**src/rtl/calc_session_ctrl.sv**
```systemverilog
// Session sequencer for the calculator CPU: snapshots N_OPS signed operands, streams them
// into the CPU one per cycle, runs the CPU until done or timeout, and latches the result.
module calc_session_ctrl #(
  parameter int DATA_W      = 30,
  parameter int N_OPS       = 2,
  parameter int TIMEOUT_CYC = 1000000,
  localparam int CNT_W      = $clog2(TIMEOUT_CYC) + 1,
  localparam int IW         = $clog2(N_OPS) + 1
) (
  input  logic                      clock,
  input  logic                      rst,
  input  logic                      go,
  input  logic                      clear,
  input  logic [N_OPS-1:0]          op_sign,
  input  logic [N_OPS*DATA_W-1:0]   op_mag,
  output logic                      cpu_rst,
  output logic                      cpu_wr_en,
  output logic [IW-1:0]             cpu_wr_idx,
  output logic                      cpu_wr_sign,
  output logic [DATA_W-1:0]         cpu_wr_data,
  input  logic                      cpu_done,
  input  logic                      cpu_res_sign,
  input  logic [DATA_W-1:0]         cpu_res_data,
  output logic                      busy,
  output logic                      res_valid,
  output logic                      res_sign,
  output logic [DATA_W-1:0]         res_data,
  output logic [CNT_W-1:0]          run_cycles,
  output logic                      err_timeout
);

  typedef enum logic [2:0] {S_IDLE, S_LOAD, S_RUN, S_DONE, S_ERR} state_t;

  state_t                    state_q, state_d;
  logic                      go_q;
  logic                      go_rise;
  logic [IW-1:0]             idx_q;
  logic [CNT_W-1:0]          cnt_q;
  logic [N_OPS-1:0]          snap_sign;
  logic [N_OPS*DATA_W-1:0]   snap_mag;
  logic                      cur_sign;
  logic [DATA_W-1:0]         cur_mag;
  logic                      start, load_last, done_hit, tmo_hit;
  logic                      in_load, in_run;

  assign go_rise = go & ~go_q;
  assign in_load = (state_q == S_LOAD);
  assign in_run  = (state_q == S_RUN);

  // Priority: clear > cpu_done > timeout > go_rise
  always_comb begin
    state_d   = state_q;
    start     = 1'b0;
    load_last = 1'b0;
    done_hit  = 1'b0;
    tmo_hit   = 1'b0;
    if (clear) begin
      state_d = S_IDLE;
    end else begin
      case (state_q)
        S_IDLE, S_DONE, S_ERR: begin
          if (go_rise) begin
            start   = 1'b1;
            state_d = S_LOAD;
          end
        end
        S_LOAD: begin
          if (idx_q == IW'(N_OPS - 1)) begin
            load_last = 1'b1;
            state_d   = S_RUN;
          end
        end
        S_RUN: begin
          if (cpu_done) begin
            done_hit = 1'b1;
            state_d  = S_DONE;
          end else if (cnt_q == CNT_W'(TIMEOUT_CYC - 1)) begin
            tmo_hit = 1'b1;
            state_d = S_ERR;
          end
        end
        default: state_d = S_IDLE;
      endcase
    end
  end

  always_comb begin
    cur_sign = 1'b0;
    cur_mag  = '0;
    for (int unsigned i = 0; i < N_OPS; i++) begin
      if (idx_q == IW'(i)) begin
        cur_sign = snap_sign[i];
        cur_mag  = snap_mag[i*DATA_W +: DATA_W];
      end
    end
  end

  always_ff @(posedge clock or negedge rst) begin
    if (!rst) state_q <= S_IDLE;
    else      state_q <= state_d;
  end

  // Strobes are registered from the current state, so they trail the state by one edge;
  // clear overrides that lag so the CPU is held in reset on the same edge the FSM aborts.
  always_ff @(posedge clock or negedge rst) begin
    if (!rst) begin
      go_q        <= 1'b0;
      idx_q       <= '0;
      cnt_q       <= '0;
      snap_sign   <= '0;
      snap_mag    <= '0;
      cpu_rst     <= 1'b1;
      cpu_wr_en   <= 1'b0;
      cpu_wr_idx  <= '0;
      cpu_wr_sign <= 1'b0;
      cpu_wr_data <= '0;
      busy        <= 1'b0;
      res_valid   <= 1'b0;
      res_sign    <= 1'b0;
      res_data    <= '0;
      run_cycles  <= '0;
      err_timeout <= 1'b0;
    end else begin
      go_q        <= go;
      cpu_rst     <= clear | ~in_run;
      busy        <= ~clear & (in_load | in_run);
      cpu_wr_en   <= ~clear & in_load;
      cpu_wr_idx  <= (~clear & in_load) ? idx_q : '0;
      cpu_wr_sign <= ~clear & in_load & cur_sign;
      cpu_wr_data <= (~clear & in_load) ? cur_mag : '0;

      if (start) begin
        snap_sign   <= op_sign;
        snap_mag    <= op_mag;
        idx_q       <= '0;
        res_valid   <= 1'b0;
        err_timeout <= 1'b0;
        run_cycles  <= '0;
      end

      if (in_load && !clear) begin
        idx_q <= idx_q + 1'b1;
        if (load_last) cnt_q <= '0;
      end

      if (in_run && !clear) cnt_q <= cnt_q + 1'b1;

      if (done_hit) begin
        res_valid  <= 1'b1;
        res_sign   <= cpu_res_sign & (cpu_res_data != '0);
        res_data   <= cpu_res_data;
        run_cycles <= cnt_q;
      end

      if (tmo_hit) begin
        err_timeout <= 1'b1;
        run_cycles  <= cnt_q;
      end

      if (clear && (in_load || in_run)) begin
        res_valid   <= 1'b0;
        err_timeout <= 1'b0;
      end
    end
  end

endmodule
```
**config.mk**
```make
export PLATFORM = sky130hd
export DESIGN_NAME = calc_session_ctrl
export DESIGN_NICKNAME = d
export VERILOG_FILES = /design/src/rtl/calc_session_ctrl.sv
export SDC_FILE = /design/constraint.sdc
export NUM_CORES = 1
export LEC_CHECK = 0
export BUFFER_PORTS_ARGS = -buffer_cell sky130_fd_sc_hd__buf_2
export CAP_MARGIN = 10
export CELL_PAD_IN_SITES_DETAIL_PLACEMENT = 2
export CELL_PAD_IN_SITES_GLOBAL_PLACEMENT = 2
export CORE_MARGIN = 1.5
export CORE_UTILIZATION = 32
export DETAILED_ROUTE_END_ITERATION = 16
export PLACE_DENSITY = 0.73
export REMOVE_ABC_BUFFERS = 1
export SYNTH_ARGS = -nofsm -noshare
export SYNTH_HDL_FRONTEND = slang
export SYNTH_SLANG_ARGS = --single-unit
```
**constraint.sdc**
```tcl
create_clock -name clock -period 1.98 [get_ports clock]
set_input_delay 0.594 -clock clock [delete_from_list [all_inputs] [get_ports clock]]
set_output_delay 0.594 -clock clock [all_outputs]
set_load 0.05 [all_outputs]
```
==> metrics <==
initial antenna violation count 2; Vias around 5400; Synth Area in XOR/XNOR 0.359%; met2 usage between 30% and 40%; CP top delay family simple AND/OR/NAND/NOR gates; die extent in y ~150 µm; DR WL/cell 21.8 µm; RSZ-0062 raised after global routing yes; drt total wl approximately 23000 µm; failing checks setup timing; # setup viols final 23; CP max FO 5; Synth Cell Area around 0.0073 mm²; Slew @ Worst Pin 0.412 ns; minimum hold slack 0.0536 ns; GRT met3 Usage under 10%; slowest cell on the critical path or4_4; Pwr Density 1360 mW/mm²; worst r2r src state_q[0]$_DFFE_PN0P_; CTS Root Cell clkbuf_16; Die W 154 µm; CP cell instances or3_4, or4_4, o21a_2, mux2_4; Area Overhead vs Synth 37.4%; Final Critical Period just over 2 ns; Overflow after GRT 0; layout cell share with drive strength beyond 1 54.7%; vias in the first global route about 6000; TritonRoute pass-1 iters 4; worst path required time ~2.3 ns; clk_lat worst skew between 0.4 and 0.5 ns; Post-synth EDFFs 0; simple-gate share of the synthesized area under 10%; mux cell area share after synthesis about a fifth; Clock Path Buffers 2; final hold viol count 0; Nets roughly 870; Synth Instances roughly 520; Hold-fix buffers, CTS 0; Num CTS Buffers 17; FMAX a little under 500 MHz; DP HPWL roughly 15000 µm; critical path type flop to flop; post-synthesis register bit count 179; max incr delay on CP ~0.55 ns; Yosys cell types 45; slew margin rel. between 70% and 80%; GR peak layer met2; sum of negative setup slack -1.39 ns; pin count of the biggest net entering global routing between 40 and 50; Buf+Inv Stages, Crit Path 0; Pleak 4.97 nW; status complete, but fails checks; first-pass GRT wire length 34300 µm; worst path arrival time ~2.4 ns; Worst setup EP type flop; Detailed Route Iter0 Violations 166; DRC viols 0; R2R depth 4; Clock Sink Count around 180; GR Util All Layers 18.6%; Yosys warning total 0; Tcrit/Tclk final 104%; Initial Utilization between 30% and 40%; Worst VDD drop around 760 µV; crit path from state_q[0]$_DFFE_PN0P_; H-tree levels 4; total power between 10 and 15 mW; critical path endpoint run_cycles[6]$_DFFE_PN0P_; Rows 55; fillers between 2000 and 2500; Final WS setup -0.0875 ns; worst r2r dst run_cycles[6]$_DFFE_PN0P_; Die ar. 0.0238 mm²; post-synthesis adder-cell area fraction 0.513%; Synth async-reset ratio 100%; Synth Area in Compound Gates between 8 and 9%; maxcap violations 0; IO Port Bufs approximately 190; area share of the largest cell type after synthesis 60.9%; core area 0.0226 mm²; Slew Viols, Final 0; placer congestion estimate ~0.8; register area share after synthesis between 60% and 70%; critical path launch point type flop; clk_skew between 0.01 and 0.015 ns; CP Depth 4; DRT antenna net count 0; CTS tree yes; main combinational cell family by area after synthesis multiplexers; r2r setup slk -0.09 ns; most common cell in the synthesized netlist dfrtp_1; number of I/O pins about 190; Worst-path clk slew 0.08 ns; vias per cell ~5.1; Top FF cell, synth dfrtp_1; Hold WC Path Type primary input to asynchronous set/reset pin; M1 GR Usage a little under a quarter; top cells by area, synth dfrtp_1 (61%), mux2_2 (14%), a22o_1 (3.7%), mux2_4 (3.7%), nor2b_1 (1.9%); Syn Area/Cell about 14 µm²; Post-synth top cells dfrtp_1 (178), mux2_2 (93), a22o_1 (31), nand2_1 (24), nor2b_1 (22); largest area contributor in the netlist dfrtp_1
==> registers in the layout (all words and copies together) (netlist names) <==
register and flops:
cpu_wr_en 1, go_q 1, err_timeout 1, busy 1
run_cycles 21, snap_sign 2, snap_mag 60, cpu_rst 1
res_data 30, cpu_wr_sign 1, idx_q 2, res_sign 1
res_valid 1, cpu_wr_data 30, cpu_wr_idx 2, state_q 3
cnt_q 21
==> metrics by stage <==
| stage | utilization, % | setup WS [ns] | instance area, µm² | cells |
|---|---|---|---|---|
| after floorplan | - | -2.05 | 7160 | 491 |
| after global placement | 39.7 | -0.391 | 8960 | 1013 |
| after detailed placement | 39.7 | -0.515 | 8960 | 1013 |
| after CTS | 42.7 | -0.0842 | 9640 | 1050 |
| after global routing | 44.6 | -0.167 | 10100 | 1065 |
| final | 44.6 | -0.0875 | 10100 | 1065 |
==> metal layers <==
layer	vias to the layer above	share of wire, %	wire length, µm
li1	2394	-	-
met1	2825	42	9840
met2	149	52	12000
met3	27	4.1	942
met4	2	1.5	339
met5	-	0.056	13
==> cell usage in the layout, fill, tap and decap left out, types with 7 or more instances in the layout <==
cell	instances
nor2_1	9
o31ai_1	7
clkbuf_16	21
nor4_1	7
nor2b_1	21
a22o_1	31
nand4_1	7
o21ai_0	14
nand2_1	22
mux2_2	71
dfrtp_1	177
buf_4	46
buf_2	186
mux2_4	40
buf_12	10
==> worst min path at each step <==
stage,from,to,slack [ns],cells after the start
detailed placement,idx_q[1]$_DFFE_PN0P_,cpu_wr_idx[1]$_DFF_PN0_,0.48,1
floorplan,rst,busy$_DFF_PN0_,0.30,0
global route,rst,snap_mag[43]$_DFFE_PN0P_,0.07,1
finish,rst,snap_mag[43]$_DFFE_PN0P_,0.05,1
CTS,rst,snap_mag[43]$_DFFE_PN0P_,0.06,1
global placement,res_sign$_DFFE_PN0N_,res_sign$_DFFE_PN0N_,0.46,2
==> kinds of logic after synthesis <==
family                   after synthesis
AND/OR/NAND/NOR                      106
XOR/XNOR                               3
flip-flops                           179
buffers and inverters                 36
multiplexers                         117
adder cells (fa/ha/maj)                3
AO/OA/AOI/OAI                         77
==> what timing repair did <==
item	CTS	global route
setup endpoints to repair	81	148
buffers inserted	3	9
resized for setup	12	56
cloned	2	5
pin swaps	2	3
==> power by group <==
part           switching (mW)  internal [mW]  total, mW
Clock                    1.63           1.71       3.34
Sequential              0.664           4.81       5.48
Combinational            2.93           1.89       4.82
Total                    5.22           8.42       13.6
==> worst reg2reg max path: cells and delay by family (launching register included) <==
kind               cells  cell delay, ns
muxes                  1            0.31
AOI/OAI and AO/OA      1            0.30
DFF                    1            0.39
and+or+nand+nor        2            0.95
==> final cells by class <==
cell class | instances | area (µm²) | area share (%)
clock buffer | 19 | 443 | 4.40
multi-input combinational | 309 | 2940 | 29.2
antenna | 1 | 2.50 | 0.0249
clock inverter | 13 | 138 | 1.37
sequential | 179 | 4480 | 44.6
tap | 285 | 357 | 3.55
inverter | 6 | 22.5 | 0.224
timing repair buffer | 253 | 1670 | 16.6
(Power assumes the default switching activity.)
